==> src/rtl/weight_stream_unpacker_if.sv <==
// Byte stream from the weight unpacker to the CNN weight/parameter consumer.
// The master offers a byte with valid. The slave takes it by raising ready.
interface weight_stream_unpacker_if;
  logic       byte_valid;
  logic [7:0] byte_data;
  logic       byte_ready;

  modport master (
    output byte_valid,
    output byte_data,
    input  byte_ready
  );

  modport slave (
    input  byte_valid,
    input  byte_data,
    output byte_ready
  );
endinterface

==> src/rtl/weight_stream_unpacker.sv <==
// Weight stream unpacker.
// Pops 32-bit words from the SPRAM flash loader FIFO and sends them out one
// byte at a time, in flash byte order. Each pass is limited to TOTAL_WORDS
// words. A 16-bit byte checksum is accumulated over the pass. Dropping o_fill
// rewinds the loader, so the weights can be replayed for every inference.
module weight_stream_unpacker #(
  parameter int TOTAL_WORDS = 24576,
  parameter int CNT_W       = 15
) (
  input  logic                     clk,
  input  logic                     resetn,
  input  logic                     i_start,
  input  logic                     i_abort,
  input  logic                     i_load_done,
  output logic                     o_fill,
  input  logic                     i_fifo_empty,
  output logic                     o_fifo_rd,
  input  logic [31:0]              i_fifo_dout,
  weight_stream_unpacker_if.master byte_if,
  output logic                     o_busy,
  output logic                     o_done,
  output logic [15:0]              o_checksum
);

  localparam logic [CNT_W-1:0] LAST_CNT = CNT_W'(TOTAL_WORDS);

  typedef enum logic [1:0] {
    IDLE,
    FILL,
    RUN,
    DONE
  } state_t;

  state_t           state;
  logic [31:0]      word_reg;
  logic [1:0]       byte_idx;
  logic             word_full;
  logic [CNT_W-1:0] word_cnt;
  logic             rd_q;
  logic [7:0]       byte_sel;
  logic             kill;
  logic             hs;
  logic             last_hs;
  logic             pop;

  // An abort, or the loader losing its data mid-pass, discards the whole pass.
  assign kill    = i_abort || ((state == RUN) && !i_load_done);
  assign hs      = word_full && byte_if.byte_ready;
  assign last_hs = hs && (byte_idx == 2'd3);

  // Pop only after the previous pop has had one cycle to update the empty
  // flag. Pop only when the register is free or is sending its last byte, so
  // the next word follows that byte without a gap.
  assign pop = (state == RUN) && !kill && !i_fifo_empty && (!word_full || last_hs)
               && !rd_q && (word_cnt < LAST_CNT);

  assign o_fifo_rd          = pop;
  assign byte_if.byte_valid = word_full;
  assign byte_if.byte_data  = byte_sel;

  // Select the current byte, low byte first (flash byte order).
  always_comb begin
    byte_sel = word_reg[7:0];
    case (byte_idx)
      2'd0:    byte_sel = word_reg[7:0];
      2'd1:    byte_sel = word_reg[15:8];
      2'd2:    byte_sel = word_reg[23:16];
      default: byte_sel = word_reg[31:24];
    endcase
  end

  // Pass control FSM together with the word register, word counter and checksum.
  always_ff @(posedge clk) begin
    if (!resetn) begin
      state      <= IDLE;
      o_fill     <= 1'b0;
      o_busy     <= 1'b0;
      o_done     <= 1'b0;
      o_checksum <= 16'h0000;
      word_reg   <= 32'h0000_0000;
      byte_idx   <= 2'd0;
      word_full  <= 1'b0;
      word_cnt   <= '0;
      rd_q       <= 1'b0;
    end else if (kill) begin
      state      <= IDLE;
      o_fill     <= 1'b0;
      o_busy     <= 1'b0;
      o_done     <= 1'b0;
      o_checksum <= 16'h0000;
      word_reg   <= 32'h0000_0000;
      byte_idx   <= 2'd0;
      word_full  <= 1'b0;
      rd_q       <= 1'b0;
    end else begin
      rd_q <= pop;
      if (pop) begin
        word_reg  <= i_fifo_dout;
        byte_idx  <= 2'd0;
        word_full <= 1'b1;
        word_cnt  <= word_cnt + CNT_W'(1);
      end else if (hs) begin
        if (byte_idx == 2'd3) begin
          word_full <= 1'b0;
        end else begin
          byte_idx <= byte_idx + 2'd1;
        end
      end
      if (hs) begin
        o_checksum <= o_checksum + {8'h00, byte_sel};
      end
      case (state)
        IDLE, DONE: begin
          if (i_start) begin
            state      <= FILL;
            o_fill     <= 1'b1;
            o_busy     <= 1'b1;
            o_done     <= 1'b0;
            o_checksum <= 16'h0000;
            word_cnt   <= '0;
          end
        end
        FILL: begin
          if (i_load_done) begin
            state <= RUN;
          end
        end
        RUN: begin
          if (last_hs && (word_cnt == LAST_CNT)) begin
            state  <= DONE;
            o_fill <= 1'b0;
            o_busy <= 1'b0;
            o_done <= 1'b1;
          end
        end
        default: state <= IDLE;
      endcase
    end
  end

endmodule

==> src/flat_wrapper.sv <==
// flat-port wrapper written by rule: the top's interface ports become plain ports
module weight_stream_unpacker_flat 
#(
  parameter int TOTAL_WORDS = 24576,
  parameter int CNT_W       = 15
)
  (clk, resetn, i_start, i_abort, i_load_done, o_fill, i_fifo_empty, o_fifo_rd, i_fifo_dout, o_busy, o_done, o_checksum, byte_if_byte_valid, byte_if_byte_data, byte_if_byte_ready);
  weight_stream_unpacker_if byte_if_i ();
  input  logic clk;
  input  logic resetn;
  input  logic i_start;
  input  logic i_abort;
  input  logic i_load_done;
  output logic o_fill;
  input  logic i_fifo_empty;
  output logic o_fifo_rd;
  input  logic [31:0] i_fifo_dout;
  output logic o_busy;
  output logic o_done;
  output logic [15:0] o_checksum;
  output wire logic [$bits(byte_if_i.byte_valid)-1:0] byte_if_byte_valid;
  output wire logic [$bits(byte_if_i.byte_data)-1:0] byte_if_byte_data;
  input wire logic [$bits(byte_if_i.byte_ready)-1:0] byte_if_byte_ready;
  assign byte_if_byte_valid = byte_if_i.byte_valid;
  assign byte_if_byte_data = byte_if_i.byte_data;
  assign byte_if_i.byte_ready = byte_if_byte_ready;
  weight_stream_unpacker #(.TOTAL_WORDS(TOTAL_WORDS), .CNT_W(CNT_W)) u_core (.clk(clk), .resetn(resetn), .i_start(i_start), .i_abort(i_abort), .i_load_done(i_load_done), .o_fill(o_fill), .i_fifo_empty(i_fifo_empty), .o_fifo_rd(o_fifo_rd), .i_fifo_dout(i_fifo_dout), .byte_if(byte_if_i), .o_busy(o_busy), .o_done(o_done), .o_checksum(o_checksum));
endmodule
==> config.mk <==
export PLATFORM = sky130hd
export DESIGN_NAME = weight_stream_unpacker_flat
export DESIGN_NICKNAME = d
export VERILOG_FILES = /design/src/rtl/weight_stream_unpacker_if.sv /design/src/rtl/weight_stream_unpacker.sv /design/src/flat_wrapper.sv
export SDC_FILE = /design/constraint.sdc
export NUM_CORES = 1
export LEC_CHECK = 0
export BUFFER_PORTS_ARGS = -buffer_cell sky130_fd_sc_hd__buf_4
export CAP_MARGIN = 15
export CORE_MARGIN = 10
export CORE_UTILIZATION = 50
export DETAILED_ROUTE_END_ITERATION = 6
export PLACE_DENSITY = 0.76
export SYNTH_ARGS = -nofsm -noshare
export SYNTH_HDL_FRONTEND = slang
export SYNTH_SLANG_ARGS = --single-unit
==> constraint.sdc <==
create_clock -name clk -period 2.7 [get_ports clk]
set_clock_uncertainty 0.15 [all_clocks]
set_input_delay 0.135 -clock clk [delete_from_list [all_inputs] [get_ports clk]]
set_output_delay 0.135 -clock clk [all_outputs]
set_load 0.005 [all_outputs]
==> run summary <==
status -> complete, but fails checks
failing checks -> setup timing
worst path cell trace -> buf_4 > ha_4 > a22oi_1 > nand2_1 > mux2_2 > ha_1 > a21o_1 > and4_1 > o211ai_1 > a211oi_1 > a31o_2
HP Start -> i_load_done
M2 GR Usage -> 34.5%
Die X -> 103 um
Detail Route Antenna Nets -> 0
Tmin final -> 2800 ps
RD Place Congestion -> 0.855
Reg power frac -> 47.0%
first-pass GRT wire length -> 16200 um
Net Sw Frac -> 24.8%
Yosys top cell area share -> 41.5%
clock transition at the registers of the reported paths -> 90 ps
Pwr per Cell Area -> 453 nW/um^2
nets -> 567
area delta synth->final -> 45.3%
Final HPWL DP -> 6910 um
cell taking the most area after synthesis -> dfxtp_1
post-synth net total -> 432
Max H-tree Level -> 3
via count -> 3444
final core utilization -> 74.1%
Worst Hold Path EP -> u_core.state[0]$_SDFFE_PP0P_
final period utilization -> 104%
Rows -> 30
crit-path leading delay family -> compound AO/OA/AOI/OAI gates
Pint -> 1.70 mW
cells on worst reg2reg path -> 11
grt ovf -> 0
clk_lat worst skew -> 360 ps
Sink Count -> 71
CTS root buf -> clkbuf_8
number of synthesized flops with an enable pin -> 0
busiest grt layer -> met2
CTS Buf Count -> 9
Synth top cells by count -> 71 x dfxtp_1, 34 x nand2_1, 32 x a22o_1
Logic pwr share -> 9.0%
RSZ-0062 raised after global routing -> yes
Setup crit start kind -> register
Setup TNS -> -612 ps
asr flop ratio synth -> 0%
vias in the first global route -> 3295
Seq/Total Area, Yosys -> 41.5%
Slew @ Worst Pin -> 551 ps
Die Y-Extent -> 103 um
DR vias/cell -> 5.78
Initial Utilization -> 51.0%
DIE AREA -> 10600 sq um
ys flop type -> dfxtp_1
Largest register FFs -> 32
post-route setup slack -> -101 ps
Crit path buffers/inverters -> 1
Seq cells post-synth -> 71
NetSw -> 558 uW
CP required -> 2810 ps
DRT iter0 DRCs -> 191
yosys warns -> 0
Post-Syn Instances -> 376
met3 usage -> 4.89%
Fmax achieved -> 357 MHz
Slew Viols, Final -> 0
R2R setup slack -> -100 ps
final setup fails -> 9
layout cells sized above 1 -> 31.2%
reg-to-reg endpoint -> u_core.o_checksum[15]$_SDFF_PP0_
Antenna Cells -> 0
final count of hold timing violations -> 0
hold path depth -> 4
Cell variety after synth -> 52
r2r startpoint -> u_core.byte_idx[1]$_SDFFE_PP0P_
overall routed net length -> 10500 um
CP Class -> register to register
Min Hold Slack -> 7.27 ps
CP peak stage delay -> 360 ps
Max clock buf depth -> 2
Max Fanout on Critical Path -> 8
Max Cap Viol -> 0
Clock Power Share -> 44.0%
Critical Path AT -> 2910 ps
Worst Hold Class -> primary input to register
pin count of the biggest net entering global routing -> 34
Worst VDD drop -> 307 uV
initial antenna violation count -> 0
Leak Pwr -> 2.01 nW
drt first pass iters -> 6
Post-Syn Area -> 3430 sq um
core box area -> 6720 sq um
CTS tree -> done
Post-Syn Area per Cell -> 9.12 sq um
CP max stage cell -> dfxtp_4
top cells by area, synth -> dfxtp_1 41%, a22o_1 8.2%, ha_1 5.8%
DR WL/cell -> 17.6 um
Relative slew margins -> 62.7%
I/O Pins -> 68
pre-CTS WS -> -216 ps
# DRC -> 0
global-route usage over all layers -> 19.4%
CP endpoint kind -> register
most common cell in the netlist -> dfxtp_1
WP depth -> 11
input/output buffers -> 67
met1 Use GR -> 22.1%
## worst max-delay path by stage
stage | start | end | slack [ps]
floorplan | u_core.byte_idx[0]$_SDFFE_PP0P_ | u_core.o_checksum[12]$_SDFF_PP0_ | -9
global placement | u_core.byte_idx[1]$_SDFFE_PP0P_ | u_core.o_checksum[12]$_SDFF_PP0_ | -80
detailed placement | u_core.byte_idx[1]$_SDFFE_PP0P_ | u_core.o_checksum[12]$_SDFF_PP0_ | -220
CTS | u_core.byte_idx[1]$_SDFFE_PP0P_ | u_core.o_checksum[13]$_SDFF_PP0_ | 2
global route | u_core.byte_idx[0]$_SDFFE_PP0P_ | u_core.o_checksum[12]$_SDFF_PP0_ | -240
finish | u_core.byte_idx[1]$_SDFFE_PP0P_ | u_core.o_checksum[15]$_SDFF_PP0_ | -100
## power groups by stage
stage	clock (mW)	combinational [mW]	sequential, mW
after CTS	0.991	0.197	1.06
after global placement	0	0.154	1.09
after floorplan	0	0.0753	1.08
final	0.993	0.202	1.06
after global routing	1.04	0.218	1.06
after detailed placement	0	0.156	1.09
## layout make-up
type	instances	area, sq um
Tap cell	80	100
Inverter	24	95.1
Fill cell	462	1740
Multi-Input combinational cell	264	1970
Clock buffer	9	124
Clock inverter	7	105
Sequential cell	71	1430
Timing Repair Buffer	141	1160
## cell usage in the layout (no fill, tap or decap), types with 3 or more instances in the layout
cell	instances
nand3_1	15
a222oi_1	7
a21oi_1	22
dfxtp_1	69
o21ai_0	11
o211ai_1	3
dlygate4sd3_1	35
a22o_1	32
a21oi_2	4
or3_1	7
nor3_1	5
clkbuf_8	9
o31ai_1	3
nand2_1	33
buf_4	105
ha_1	11
mux2i_1	9
ha_4	4
xor2_1	8
or4_1	4
xnor2_1	4
nor2_1	22
inv_1	21
and3_1	4
nand4_1	6
and2_1	4
nand2b_1	4
## what timing repair did
item                                    CTS  global route
resized for setup                        22            11
hold buffers                             35             0
pin swaps                                 5             8
endpoints found under the hold margin    34             0
endpoints found under the setup margin   11            12
setup buffers                             1             8
## worst min-delay path: cells and delay by family
kind                   cells  cell delay (ps)
AOI/OAI and AO/OA          2              170
buffers and inverters      1              130
and+or+nand+nor            1               60
## per-stage QoR
step	instance area, sq um	power, mW	cells
6_report	4980	2.26	596
5_1_grt	4980	2.32	596
4_1_cts	4880	2.25	588
3_5_place_dp	4210	1.24	536
3_3_place_gp	4210	1.24	536
2_1_floorplan	3460	1.16	376
## kinds of logic after synthesis
family | synth area share (%)
XOR/XNOR | 3.32
flip-flops | 41.5
AO/OA/AOI/OAI | 21.4
AND/OR/NAND/NOR | 19.1
adder cells (fa/ha/maj) | 6.42
buffers and inverters | 5.07
multiplexers | 3.25
## per-layer routing
layer  up-vias  part of all wire (%)
met5         -                     0
met4         0                   1.8
met3        19                   5.4
met2       115                    51
met1      1672                    42
li1       1638                     -
(Power assumes the default switching activity.)
